File: src/rtl/mips_pkg.sv
// Shared datapath definitions for the single-cycle MIPS core.
// Word width and the word type used by datapath muxes and registers.
package mips_pkg;

  localparam int WORD_W = 32;

  typedef logic [WORD_W-1:0] word_t;

endpackage : mips_pkg

File: src/rtl/mux_21_cell.sv
// Purely combinational WIDTH-bit 2:1 word select.
// The ?: operator merges a and b bitwise when sel is X/Z, so unknown select never picks a side.
module mux_21_cell
  import mips_pkg::*;
#(
  parameter int WIDTH = WORD_W
) (
  input  logic [WIDTH-1:0] a,
  input  logic [WIDTH-1:0] b,
  input  logic             sel,
  output logic [WIDTH-1:0] out
);

  assign out = sel ? b : a;

endmodule : mux_21_cell

File: src/rtl/mux_21.sv
// Datapath word mux: zero-latency combinational out plus a registered out_q tap.
// Reset is synchronous active-low and touches only the registered copy.
module mux_21
  import mips_pkg::*;
#(
  parameter int               WIDTH     = WORD_W,
  parameter logic [WIDTH-1:0] RESET_VAL = '0
) (
  input  logic             clk,
  input  logic             rst_n,
  input  logic [WIDTH-1:0] a,
  input  logic [WIDTH-1:0] b,
  input  logic             sel,
  output logic [WIDTH-1:0] out,
  output logic [WIDTH-1:0] out_q
);

  logic [WIDTH-1:0] w_sel_word;
  logic [WIDTH-1:0] r_out_q;

  mux_21_cell #(
    .WIDTH (WIDTH)
  ) u_cell (
    .a   (a),
    .b   (b),
    .sel (sel),
    .out (w_sel_word)
  );

  assign out = w_sel_word;

  // Registered tap captures the same selected word one clock later.
  always_ff @(posedge clk) begin
    if (!rst_n) begin
      r_out_q <= RESET_VAL;
    end else begin
      r_out_q <= w_sel_word;
    end
  end

  assign out_q = r_out_q;

endmodule : mux_21

File: config.mk
export PLATFORM = sky130hd
export DESIGN_NAME = mux_21
export DESIGN_NICKNAME = d
export VERILOG_FILES = /design/src/rtl/mips_pkg.sv /design/src/rtl/mux_21_cell.sv /design/src/rtl/mux_21.sv
export SDC_FILE = /design/constraint.sdc
export NUM_CORES = 1
export LEC_CHECK = 0
export CORE_MARGIN = 2
export CORE_UTILIZATION = 33
export CTS_CLUSTER_SIZE = 10
export DETAILED_ROUTE_END_ITERATION = 8
export PLACE_DENSITY = 0.86
export SETUP_SLACK_MARGIN = 0.3
export SYNTH_ARGS = -nofsm -noshare
export SYNTH_HDL_FRONTEND = slang
export SYNTH_SLANG_ARGS = --single-unit
export TNS_END_PERCENT = 20
File: constraint.sdc
create_clock -name clk -period 1.9 [get_ports clk]
set_clock_uncertainty 0.15 [all_clocks]
set_input_delay 0.38 -clock clk [delete_from_list [all_inputs] [get_ports clk]]
set_output_delay 0.38 -clock clk [all_outputs]
set_load 0.02 [all_outputs]
Word-level counts from Yosys, hierarchy flattened
Index checks and enable logic that the tools add are counted.
Storage, ports and cells
  logic and storage cells: 2
  bits of input ports: 67
  bits in registers: 32
  output and inout bits: 64
Cells by class
  mux-type cells: 1
Operator list (count)
  32-bit two-way mux: 1

Depth between registers and ports, before layout
  depth in word-level cells: 1
  gate-level depth with buffers: 4
  gate-level depth less buffers: 2

By module
A second synthesis with hierarchy kept.
Second synthesis, totals
  cell total of the unflattened synthesis: 103
  area, all modules: 1440.1 um^2
Modules (own cells, without submodules)
  mux_21: cells each 67, seq. area each 640.6 um^2, times used 1, area an instance 895.9 um^2
  mux_21_cell: cells each 36, seq. area each 0.0 um^2, times used 1, area an instance 544.3 um^2

Worst setup path before layout
Ideal clock, no wire load.
  kind: in2out
  from: input port sel
  to: output port out[13]
  path slack: 0.396 ns
  required time: 1.370 ns
  data arrival time: 0.974 ns
  stages on the path: 3
  path buffers: 2
  path through: buf_6 -> buf_12 -> mux2_4
Between the ends
  word-level cells in the longest chain between the ends: 1
RTL lines
  start: declaration: RTL line mux_21.sv:13  | input logic sel,
  32-bit two-way mux: RTL line mux_21_cell.sv:14  | assign out = sel ? b : a;
  end: declaration: RTL line mux_21.sv:14  | output logic [WIDTH-1:0] out,
No other way between the ends.

Worst setup path after layout
  from: input port a[14]
  to: output port out[14]
Between the ends
  word-level cells in the longest chain between the ends: 1
RTL lines
  start: declaration: RTL line mux_21.sv:11  | input logic [WIDTH-1:0] a,
  32-bit two-way mux: RTL line mux_21_cell.sv:14
No other way between the ends.

==> flow_metrics.py <==
metrics = {
    "global_route": {
        "grt_pass1_wl_um": 7560,
        "grt_pass1_vias": 1415,
        "antenna_found_initial": 0,
        "overflow": 0,
        "grt_usage_pct": 20.7,
        "grt_max_degree": 17,
    },
    "final_layout": {
        "drive_gt1_share_pct": 36.2,
        "final_common_cell": "clkdlybuf4s50_1",
        "largest_reg_flops": 32,
        "mostFrequentLayoutCells": "58 x clkdlybuf4s50_1, 32 x mux2_4, 32 x dfxtp_1, 28 x and2_1, 23 x dlygate4sd2_1",
        "fin_nets": 313,
        "diodes": 0,
        "fillers": 291,
        "syn2layout_area_growth_pct": 110,
    },
    "sta": {
        "period_share_pct": 94.0,
        "finalHoldViolCount": 0,
        "report.final.slew_viol_count": 0,
        "rsz0062_at_grt": "true",
        "relSlewSlack_pct": 81.4,
        "setup_violations": 0,
        "tightestPinTransition_ps": 279,
        "fmax_mhz": 560,
        "tns_ps": 0,
        "finalCriticalPeriod_ps": 1790,
    },
    "clock_tree": {
        "hold_buffers": 0,
        "cts_tree": "built",
        "clk_pin_slew_ps": 60,
        "cts_sinks": 32,
        "clock-root-buffer": "clkbuf_8",
        "htreeDepth": 2,
        "clock_path_buffers": 2,
        "cts-buffers-inserted": 5,
    },
    "critical_path": {
        "crit_path_start": "a[14]",
        "critical_path_class": "in2out",
        "slowest_stage": "clkdlybuf4s50_1",
        "crit_required_ps": 1370,
        "cpPeakStageDelay_ps": 430,
        "crit_chain": "clkdlybuf4s50_1 -> mux2_4 -> buf_4",
        "worst_setup_path_end_kind": "output pin",
        "worstPathMaxFanout": 2,
        "crit_buf_inv": 2,
        "crit_path_start_kind": "input port",
        "cp_top_family": "buffers and inverters",
        "worstPathArrival_ps": 1260,
    },
    "worst_hold_path": {
        "holdPathStages": 3,
        "hold_end": "out_q[24]",
        "hold_path.class": "in2reg",
        "hp-start": "a[24]",
    },
    "synthesis": {
        "synth-seq-area-share_pct": 45.6,
        "synth_area_um2": 1410,
        "syn_nets": 170,
        "synthCells": 103,
        "ys_ff_latch": 32,
        "yosys_warnings": 0,
        "synth.distinct_cells": 8,
        "syn_avg_cell_area_um2": 13.7,
    },
    "die": {
        "dieHeight_um": 69.3,
        "die_w_um": 69.3,
        "initial_utilization_pct": 34.7,
        "dieArea_um2": 4800,
        "core-area_um2": 4060,
        "core.rowCount": 23,
        "ios": 131,
    },
    "route": {
        "wl_per_cell_um": 15.9,
        "drtIter0Drc": 10,
        "ant_nets": 0,
        "drc": 0,
        "first_pass_iters": 2,
        "vias": 1291,
        "via_per_inst": 4.36,
        "wl_um": 4710,
    },
    "place": {
        "io_buffer_count": 130,
        "place_congestion": 0.788,
        "dp_hpwl_um": 3480,
    },
    "outcome": {
        "status": "completed",
    },
    "job": {
        "max-cap-violations": 0,
    },
    "pwr": {
        "power.total_mw": 1.93,
        "p_per_area_nw_per_um2": 654,
        "worst_ir_drop_vdd_mv": 0.337,
        "p_leak_nw": 1.53,
    },
}
-- power by group --
part	total [mW]	switching (mW)	internal, mW
Sequential	0.728	0.0112	0.716
Combinational	0.649	0.266	0.383
Clock	0.554	0.232	0.322
-- logic make-up after synthesis --
family	share of synthesized area, %
simple gates	14.9
flops	45.6
mux	33.6
buf+inv	5.87
-- per-layer routing --
metal / routed length, um / vias to the layer above / global-route usage [%] / share of wire, %
met4: 41 / 0 / 5.23 / 0.87
met2: 2670 / 79 / 39.7 / 57
met3: 436 / 6 / 8.43 / 9.2
li1: - / 624 / - / -
met5: 0 / - / 0 / 0
met1: 1570 / 582 / 20.4 / 33
-- per-stage QoR --
stage	instance area [um^2]	setup slack, ps	std cells	hold WS [ps]	utilization (%)
after global placement	2750	-242	282	839	67.8
final	2950	114	296	328	72.7
after global routing	2950	117	296	325	72.7
after detailed placement	2750	-257	282	842	67.8
after floorplan	1410	396	103	352	-
after CTS	2880	130	295	415	71.0
-- Yosys cell counts --
cell type,instances,share of area [%]
dfxtp_1,32,46
clkbuf_1,3,0.80
buf_12,3,4.3
mux2_4,30,32
and2_1,28,12
buf_6,1,0.80
and2_4,4,2.5
mux2_2,2,1.6
-- worst max path at each step --
stage / end / cells past startpoint
2_1_floorplan: out[13] / 3
3_3_place_gp: out[30] / 4
3_5_place_dp: out[1] / 3
4_1_cts: out_q[29] / 1
5_1_grt: out[14] / 3
6_report: out[14] / 3
-- area by class of cell --
type	instances	area (um^2)	share of cell area [%]
timing repair buffer	143	1460	49.5
multi-input combinational	64	691	23.4
sequential	32	641	21.7
clock buffer	7	96.3	3.26
tap	50	62.6	2.12
-- what timing repair did --
| action | CTS | global route |
|---|---|---|
| resized for setup | 185 | 23 |
| endpoints found under the hold margin | 0 | 0 |
| gates cloned | 4 | 0 |
| pin swaps | 0 | 0 |
| setup buffers | 2 | 1 |
| setup endpoints to repair | 64 | 63 |
Note: power is estimated with default switching activity, not from simulation.
